$ cat config.mk
export PLATFORM = sky130hd
export DESIGN_NAME = ps2_host_tx
export DESIGN_NICKNAME = d
export VERILOG_FILES = /design/src/rtl/ps2_host_tx.sv
export SDC_FILE = /design/constraint.sdc
export NUM_CORES = 1
export LEC_CHECK = 0
export BUFFER_PORTS_ARGS = -buffer_cell sky130_fd_sc_hd__buf_4
export CAP_MARGIN = 20
export CORE_MARGIN = 3
export CORE_UTILIZATION = 50
export DETAILED_ROUTE_END_ITERATION = 8
export GPL_TIMING_DRIVEN = 1
export PLACE_DENSITY = 0.81
export RECOVER_POWER = 100
export SYNTH_ARGS = -nofsm -noshare
export SYNTH_HDL_FRONTEND = slang
export SYNTH_SLANG_ARGS = --single-unit
$ cat constraint.sdc
create_clock -name clk -period 1.6 [get_ports clk]
set_clock_uncertainty 0.05 [all_clocks]
set_input_delay 0 -clock clk [delete_from_list [all_inputs] [get_ports clk]]
set_output_delay 0 -clock clk [all_outputs]
set_load 0.005 [all_outputs]
$ cat src/rtl/ps2_host_tx.sv
// PS/2 host-to-device command transmitter for the keyboard port.
// Drives clock/data open-drain and reports ACK, NACK and watchdog expiry.
module ps2_host_tx #(
    parameter int CLK_FREQUENCY = 12_000_000,
    parameter int INHIBIT_US    = 100,
    parameter int TIMEOUT_US    = 15000
) (
    input  logic       clk,
    input  logic       rst,
    input  logic       tx_valid,
    input  logic [7:0] tx_data,
    output logic       tx_ready,
    output logic       busy,
    output logic       done,
    output logic       ack_err,
    output logic       timeout,
    input  logic       ps2k_clk_in,
    input  logic       ps2k_data_in,
    output logic       ps2k_clk_oe,
    output logic       ps2k_data_oe
);
    localparam int INHIBIT_CYCLES = CLK_FREQUENCY / 1_000_000 * INHIBIT_US;
    localparam int TIMEOUT_CYCLES = CLK_FREQUENCY / 1_000_000 * TIMEOUT_US;
    localparam int INH_W = $clog2(INHIBIT_CYCLES + 1);
    localparam int WD_W  = $clog2(TIMEOUT_CYCLES + 1);

    typedef enum logic [2:0] {
        IDLE,
        INHIBIT,
        START,
        SEND,
        ACK,
        WAIT_IDLE
    } state_t;

    state_t state;
    state_t state_n;

    logic [1:0]       clk_sync;
    logic [1:0]       data_sync;
    logic             clk_prev;
    logic             clk_s;
    logic             data_s;
    logic             fall;
    logic [INH_W-1:0] inh_cnt;
    logic [WD_W-1:0]  wd;
    logic [9:0]       frame;
    logic [3:0]       idx;
    logic             ack_bit;
    logic             inh_last;
    logic             watched;
    logic             wd_hit;
    logic             send_fall;
    logic             ack_fall;
    logic             fire;
    logic             fire_to;

    assign clk_s     = clk_sync[1];
    assign data_s    = data_sync[1];
    assign fall      = clk_prev & ~clk_s;
    assign inh_last  = (inh_cnt == INH_W'(INHIBIT_CYCLES - 1));
    assign watched   = (state == SEND) || (state == ACK) || (state == WAIT_IDLE);
    // The done cycle itself is excluded so the watchdog cannot fire twice.
    assign wd_hit    = watched & ~done & ~fall
                     & (wd == WD_W'(TIMEOUT_CYCLES - 1));
    assign send_fall = (state == SEND) & fall & ~done;
    assign ack_fall  = (state == ACK) & fall & ~done;

    assign tx_ready    = (state == IDLE);
    assign busy        = (state != IDLE);
    assign ps2k_clk_oe = (state == INHIBIT) || (state == START);

    // State register.
    always_ff @(posedge clk) begin
        if (rst) begin
            state <= IDLE;
        end else begin
            state <= state_n;
        end
    end

    // Next state; a finishing transfer raises fire and leaves on the done cycle.
    always_comb begin
        state_n = state;
        fire    = 1'b0;
        fire_to = 1'b0;
        unique case (state)
            IDLE: begin
                if (tx_valid) state_n = INHIBIT;
            end
            INHIBIT: begin
                if (inh_last) state_n = START;
            end
            START: begin
                state_n = SEND;
            end
            SEND: begin
                if (done) begin
                    state_n = IDLE;
                end else if (wd_hit) begin
                    fire    = 1'b1;
                    fire_to = 1'b1;
                end else if (send_fall && idx == 4'd9) begin
                    state_n = ACK;
                end
            end
            ACK: begin
                if (done) begin
                    state_n = IDLE;
                end else if (wd_hit) begin
                    fire    = 1'b1;
                    fire_to = 1'b1;
                end else if (ack_fall) begin
                    state_n = WAIT_IDLE;
                end
            end
            WAIT_IDLE: begin
                if (done) begin
                    state_n = IDLE;
                end else if (wd_hit) begin
                    fire    = 1'b1;
                    fire_to = 1'b1;
                end else if (clk_s && data_s) begin
                    fire = 1'b1;
                end
            end
            default: begin
                state_n = IDLE;
            end
        endcase
    end

    // Pin synchronizers, counters, frame shifting and result registers.
    always_ff @(posedge clk) begin
        if (rst) begin
            clk_sync     <= 2'b11;
            data_sync    <= 2'b11;
            clk_prev     <= 1'b1;
            inh_cnt      <= '0;
            wd           <= '0;
            frame        <= '0;
            idx          <= 4'd0;
            ack_bit      <= 1'b0;
            done         <= 1'b0;
            ack_err      <= 1'b0;
            timeout      <= 1'b0;
            ps2k_data_oe <= 1'b0;
        end else begin
            clk_sync  <= {clk_sync[0], ps2k_clk_in};
            data_sync <= {data_sync[0], ps2k_data_in};
            clk_prev  <= clk_s;
            inh_cnt   <= (state == INHIBIT) ? inh_cnt + INH_W'(1) : '0;
            wd        <= (watched && !fall) ? wd + WD_W'(1) : '0;
            done      <= fire;
            if (state == IDLE && tx_valid) begin
                frame   <= {1'b1, ~^tx_data, tx_data};
                idx     <= 4'd0;
                ack_bit <= 1'b0;
            end
            if (state == INHIBIT && inh_last) begin
                ps2k_data_oe <= 1'b1;
            end
            if (send_fall) begin
                ps2k_data_oe <= ~frame[idx];
                idx          <= (idx == 4'd9) ? 4'd0 : idx + 4'd1;
            end
            if (ack_fall) begin
                ack_bit <= data_s;
            end
            if (fire) begin
                ps2k_data_oe <= 1'b0;
                ack_err      <= fire_to | ack_bit;
                timeout      <= fire_to;
            end
        end
    end

endmodule

==> flow_summary_export.csv, run 1 <==
group,metric,value,unit
sta,whs,0.0846,ns
setup_path,path_delay_family,"simple AND/OR/NAND/NOR gates",
detailed_routing,route.detailed.drc,0,
sta,hold_viol,0,
floorplan,start_util,53.1,%
pwr,comb_power_share,25.3,%
sta,rsz0062_at_grt,"yes",
min_path,hp-start,"tx_valid",
global_route,grt_remaining_overflow,0,
placed_design,place_ws,-0.100,ns
layout,layout_commonest_cell,"buf_4",
synth,synth_cell_types,48,
synth,syn_area,0.00259,mm²
pwr,pwr-share-clk,30.1,%
setup_path,rrSetupSlack,-0.10,ns
synth,synthArstFlopShare,0,%
setup_path,critPathSlowestCell,"dfxtp_2",
clock_network,clkSinkCount,56,
floorplan,core-area,0.00488,mm²
detailed_routing,ant_nets,0,
layout,final_area,0.00338,mm²
global_route,grt_pass1_wl,10.4,mm
setup_path,path_cells,"ha_4 -> and4_1 -> nand4b_1 -> a22oi_2 -> buf_4 -> nor2b_1 -> nor3_1",
synth,ys.flop_type,"dfxtp_1",
setup_path,crit_cells,7,
detailed_routing,num_vias,2331,
pwr,sw_frac_of_total,27.9,%
synth,avgSynthCellArea,8.87,µm²
sta,slew_headroom,76.5,%
pwr,power_frac_seq,44.5,%
synth,netlist_instances,292,
layout,final_util,69.3,%
run_status,outcome,"complete, but fails checks",
setup_path,critPathLaunch,"inh_cnt[1]",
sta,clock.fmax,587,MHz
layout,fin_nets,365,
floorplan,die_y,78.0,µm
sta,setup_slack,-0.104,ns
floorplan,fp-row-count,25,
global_route,first_global_vias,2296,
sta,setup_viol,4,
sta,min_period_over_period,107,%
pwr,peakVddDrop,701,µV
clock_network,clk_path_buf_depth,2,
setup_path,worstPathMaxFanout,4,
setup_path,path_class,"register to register",
setup_path,critical_path_buf_inv_count,1,
synth,yosys_warnings,0,
min_path,worstHoldPathType,"primary input to register",
setup_path,slowest_delay,0.37,ns
detailed_routing,drtIter0Drc,156,
setup_path,reg2reg_to,"state[1]",
synth,ys_seq_area_share,43.3,%
layout,syn2layout_area_growth,30.5,%
global_route,grt_use_total,21.4,%
layout,final_layout_size_suffix_gt1_share,30.0,%
setup_path,worstReg2RegStart,"inh_cnt[1]",
clock_network,cts_buffers,5,
flow_run,drv_cap,0,
detailed_routing,viasPerCell,5.59,
setup_path,cp-endpoint,"state[1]",
synth,ys_seq_elements,56,
placed_design,port_buffers,19,
layout,layout_common_cells,"buf_4, dfxtp_1, nor2_1, nand2_1, a21oi_1",
sta,tns,-0.200,ns
setup_path,endpoint_kind,"register",
layout,multi_input_area,0.00145,mm²
sta,slew_violations,0,
placed_design,placed_area,0.00298,mm²
layout,nFillCells,381,
sta,worstMarginPinSlew,0.350,ns
run_status,failed_checks,"setup timing",
sta,period_needed,1.70,ns
pwr,powerDensity,1060,mW/mm²
clock_network,clkLatencyLatePin,0.32,ns
setup_path,crit_arrival,1.86,ns
floorplan,io-pin-count,20,
clock_network,cts_tree,"built",
detailed_routing,drt_first_pass_iters,4,
clock_network,htreeDepth,2,
pwr,total_leakage_power,1.27,nW
layout,diodes,0,
synth,synthesis.nets,307,
floorplan,dieArea,0.00608,mm²
setup_path,ff2ff_path_depth,7,
placed_design,hpwlAfterDp,3.98,mm
floorplan,die_w,78.0,µm
layout,ff_latch_area,0.00114,mm²
pwr,intPower,2.59,mW
detailed_routing,routedWlPerCell,16.0,µm
synth,synth_edf_count,0,
detailed_routing,wirelength,6.69,mm
clock_network,clockRootBuffer,"clkbuf_8",
pwr,net-switching-power,1.00,mW
setup_path,cp-start-kind,"register",
global_route,grt_max_degree,28,
placed_design,place.gp.congestion,0.833,
clock_network,clk_pin_slew_worst_paths,0.10,ns
global_route,antenna_found_initial,0,
setup_path,critPathRequiredTime,1.76,ns
==> power by group through the flow <==
| stage | Clock (mW) | Sequential [mW] | Combinational [mW] |
|---|---|---|---|
| final | 1.08 | 1.60 | 0.909 |
| after detailed placement | 0 | 1.61 | 0.763 |
| after floorplan | 0 | 1.56 | 0.547 |
| after global routing | 1.14 | 1.61 | 0.987 |
| after CTS | 1.09 | 1.58 | 0.797 |
| after global placement | 0 | 1.60 | 0.735 |
==> area by class of cell <==
cell class                      count  area share (%)
Clock buffer                        5            2.03
Clock inverter                      2            1.78
Inverter                            5           0.555
Multi-Input combinational cell    216            42.7
Sequential cell                    56            33.7
Tap cell                           67            2.48
Timing Repair Buffer               66            16.7
==> registers in the layout, indices dropped and copies added, names as in the netlist <==
| name | cells |
|---|---|
| wd | 18 |
| inh_cnt | 11 |
| frame | 10 |
| idx | 4 |
| state | 3 |
| clk_sync | 2 |
| data_sync | 2 |
| ack_bit | 1 |
| ack_err | 1 |
| clk_prev | 1 |
| done | 1 |
| ps2k_data_oe | 1 |
| timeout | 1 |
==> kinds of logic after synthesis <==
kind of cell	count (synthesis)	share of synthesized area, %
simple gates	139	29.2
mux	6	3.33
xor+xnor	30	10.1
buf+inv	20	4.30
flops	56	43.3
compound gates	39	8.84
fa+ha+maj	2	0.966
==> what timing repair did <==
item | CTS | global route
gates resized for setup | 9 | 21
hold endpoints to repair | 13 | 0
cloned | 0 | 0
pin swaps | 3 | 6
setup buffers | 1 | 7
hold buffers | 11 | 0
endpoints found under the setup margin | 11 | 22
==> synthesized netlist by cell type (all sizes together), types with 6 or more instances <==
library cell / n / area share (%)
nand2: 31 / 4.6
a21oi: 20 / 3.9
nor2: 38 / 5.5
buf: 10 / 2.8
nor3: 7 / 1.8
o21ai: 8 / 1.5
nand3: 14 / 2.7
or2: 6 / 1.4
or3: 6 / 1.6
dfxtp: 56 / 43
xnor2: 18 / 6.1
xor2: 12 / 4.1
==> per-layer routing <==
| layer | track usage (%) | vias to the layer above | share of wire, % |
|---|---|---|---|
| li1 | - | 1117 | - |
| met1 | 24.2 | 1105 | 38 |
| met2 | 37.5 | 85 | 54 |
| met3 | 4.99 | 24 | 5.5 |
| met4 | 10.5 | 0 | 3.3 |
| met5 | 0 | - | 0 |
==> metrics by stage <==
step / power, mW / cells
after global routing: 3.74 / 417
after detailed placement: 2.37 / 391
after global placement: 2.33 / 391
after CTS: 3.47 / 410
final: 3.59 / 417
after floorplan: 2.11 / 292
==> worst min path at each step <==
stage	end	slack [ns]	cells past startpoint
finish	frame[9]	0.08	4
global route	frame[9]	0.11	4
CTS	frame[9]	0.05	4
detailed placement	data_sync[0]	0.14	2
global placement	data_sync[0]	0.14	2
floorplan	clk_sync[0]	0.05	1
==> worst min-delay path, delay by kind of cell <==
family	cells	cell delay, ns
buf+inv	1	0.10
simple gates	3	0.32
(Power assumes the default switching activity.)
==> run 2: changes to the inputs <==
--- a/config.mk
+++ b/config.mk
@@ -11,7 +11,7 @@
 export CORE_UTILIZATION = 50
 export DETAILED_ROUTE_END_ITERATION = 8
 export GPL_TIMING_DRIVEN = 1
-export PLACE_DENSITY = 0.81
+export PLACE_DENSITY = 0.77
 export RECOVER_POWER = 100
 export SYNTH_ARGS = -nofsm -noshare
 export SYNTH_HDL_FRONTEND = slang
==> constraint.sdc (replaced) <==
create_clock -name clk -period 1.6 [get_ports clk]
set_clock_uncertainty 0.05 [all_clocks]
set_input_delay 0.4 -clock clk [delete_from_list [all_inputs] [get_ports clk]]
set_output_delay 0.4 -clock clk [all_outputs]
set_load 0.005 [all_outputs]
==> flow_summary_export.csv, run 2 (synthesis gave the netlist of run 1 again) <==
group,metric,value,unit
placed_design,hpwlAfterDp,3.67,mm
setup_path,slowest_delay,0.58,ns
setup_path,critPathSlowestCell,"nor4_1",
global_route,antenna_found_initial,0,
sta,slew_headroom,50.9,%
floorplan,dieArea,0.00608,mm²
sta,setup_slack,-0.118,ns
detailed_routing,routedWlPerCell,14.0,µm
pwr,sw_frac_of_total,27.9,%
setup_path,path_class,"register to register",
layout,syn2layout_area_growth,26.6,%
detailed_routing,wirelength,5.67,mm
detailed_routing,viasPerCell,5.39,
global_route,first_global_vias,2048,
clock_network,htreeDepth,2,
clock_network,cts_tree,"built",
floorplan,io-pin-count,20,
setup_path,crit_arrival,1.90,ns
layout,largest_reg_flops,18,
global_route,grt_use_total,18.1,%
floorplan,start_util,53.1,%
layout,layout_common_cells,"dfxtp_1, buf_4, nor2_1, nand2_1",
placed_design,place.gp.congestion,0.784,
global_route,grt_remaining_overflow,0,
pwr,powerDensity,1050,mW/mm²
pwr,total_leakage_power,1.23,nW
clock_network,clockRootBuffer,"clkbuf_8",
floorplan,core-area,0.00488,mm²
sta,setup_viol,6,
layout,final_cells,406,
floorplan,die_w,78.0,µm
sta,whs,0.237,ns
pwr,power_frac_seq,45.8,%
clock_network,cts_hold_buffers,0,
layout,largest-register,"wd",
sta,hold_viol,0,
pwr,pwr-share-clk,25.1,%
layout,nFillCells,374,
placed_design,place_inst,390,
detailed_routing,drt_first_pass_iters,5,
placed_design,placed_area,0.00294,mm²
sta,slew_violations,0,
layout,final_util,67.2,%
floorplan,fp-row-count,25,
sta,min_period_over_period,107,%
setup_path,path_cells,"buf_4 -> nand3b_4 -> nor4_1 -> nor2_2 -> a211oi_2",
sta,worstMarginPinSlew,0.730,ns
placed_design,port_buffers,19,
pwr,peakVddDrop,599,µV
pwr,intPower,2.48,mW
floorplan,die_y,78.0,µm
pwr,comb_power_share,29.1,%
pwr,net-switching-power,961,µW
layout,final_layout_size_suffix_gt1_share,32.7,%
sta,clock.fmax,582,MHz
layout,reg_top3,"wd (18), inh_cnt (11), frame (10)",
setup_path,cp-start-kind,"register",
clock_network,cts_buffers,5,
clock_network,clk_path_buf_depth,2,
run_status,failed_checks,"setup timing",
setup_path,critPathRequiredTime,1.78,ns
detailed_routing,route.detailed.drc,0,
detailed_routing,num_vias,2190,
clock_network,clkLatencyLatePin,0.30,ns
layout,final_area,0.00328,mm²
detailed_routing,ant_nets,0,
global_route,grt_pass1_wl,9.05,mm
layout,fin_nets,355,
setup_path,worstPathMaxFanout,6,
min_path,worstHoldPathType,"primary input to register",
layout,diodes,0,
setup_path,endpoint_kind,"register",
global_route,grt_max_degree,19,
sta,rsz0062_at_grt,"yes",
flow_run,drv_cap,0,
sta,period_needed,1.72,ns
run_status,outcome,"complete, but fails checks",
sta,tns,-0.278,ns
clock_network,clk_pin_slew_worst_paths,0.10,ns
clock_network,clkSinkCount,56,
detailed_routing,drtIter0Drc,177,
[run 2: changes by cell type in the layout (fill, tap and decap cells not counted), moves of 2 or more]
cell | previous run | this run
nor2_1 | 38 | 35
nand2b_2 | 2 | 0
nor2_2 | 0 | 2
dlygate4sd3_1 | 11 | 0
a21oi_2 | 0 | 3
buf_6 | 1 | 4
buf_4 | 48 | 46
a21oi_1 | 20 | 17
nand2b_4 | 0 | 2
[run 2: final cells by class]
| type | count | area, µm² | share of cell area (%) |
|---|---|---|---|
| clock inverters | 1 | 30.0 | 0.915 |
| flip-flops and latches | 56 | 1140 | 34.9 |
| well taps | 67 | 83.8 | 2.56 |
| repair buffers | 56 | 457 | 13.9 |
| inverters | 5 | 21.3 | 0.648 |
| clock buffers | 5 | 68.8 | 2.10 |
| multi-input cells | 216 | 1480 | 45.0 |
[run 2: power groups by stage]
stage / registers [mW] / logic [mW] / clock network [mW]
finish: 1.58 / 1.00 / 0.863
global route: 1.59 / 1.09 / 0.943
CTS: 1.56 / 0.870 / 0.898
detailed placement: 1.60 / 0.757 / 0
global placement: 1.60 / 0.740 / 0
floorplan: 1.56 / 0.547 / 0
[run 2: per-stage QoR]
step           setup WS, ns  total power, mW
5_1_grt              -0.233             3.62
2_1_floorplan       0.00563             2.11
3_5_place_dp        -0.0281             2.36
4_1_cts             -0.0484             3.33
3_3_place_gp        -0.0148             2.34
6_report             -0.118             3.44
[run 2: layer usage]
metal  wire [µm]  share of wire, %  vias to the layer above  track usage (%)
li1            -                 -                     1094                -
met5           0                 0                        -                0
met3         186               3.3                        7             3.48
met1        2460                43                     1044             23.3
met4          81               1.4                        0             5.42
met2        2930                52                       45             30.7
[run 2: worst paths after layout]
check	start	slack, ns	cells after the start	endpoint
max reg2reg	state[2]	-0.12	5	idx[1]
min reg2reg	clk_sync[0]	0.36	1	clk_sync[1]
min	ps2k_clk_in	0.24	2	clk_sync[0]
max	state[2]	-0.12	5	idx[1]
[run 2: critical path, delay by kind of cell, from the launching register on]
family	cells	cell delay, ns
AO/OA/AOI/OAI	1	0.22
buffers and inverters	1	0.16
flip-flops	1	0.36
AND/OR/NAND/NOR	3	0.86
[run 2: what timing repair did]
action / 4_1_cts / 5_1_grt
pin swaps: 2 / 11
resized for setup: 11 / 31
endpoints found under the setup margin: 10 / 18
setup buffers: 5 / 5
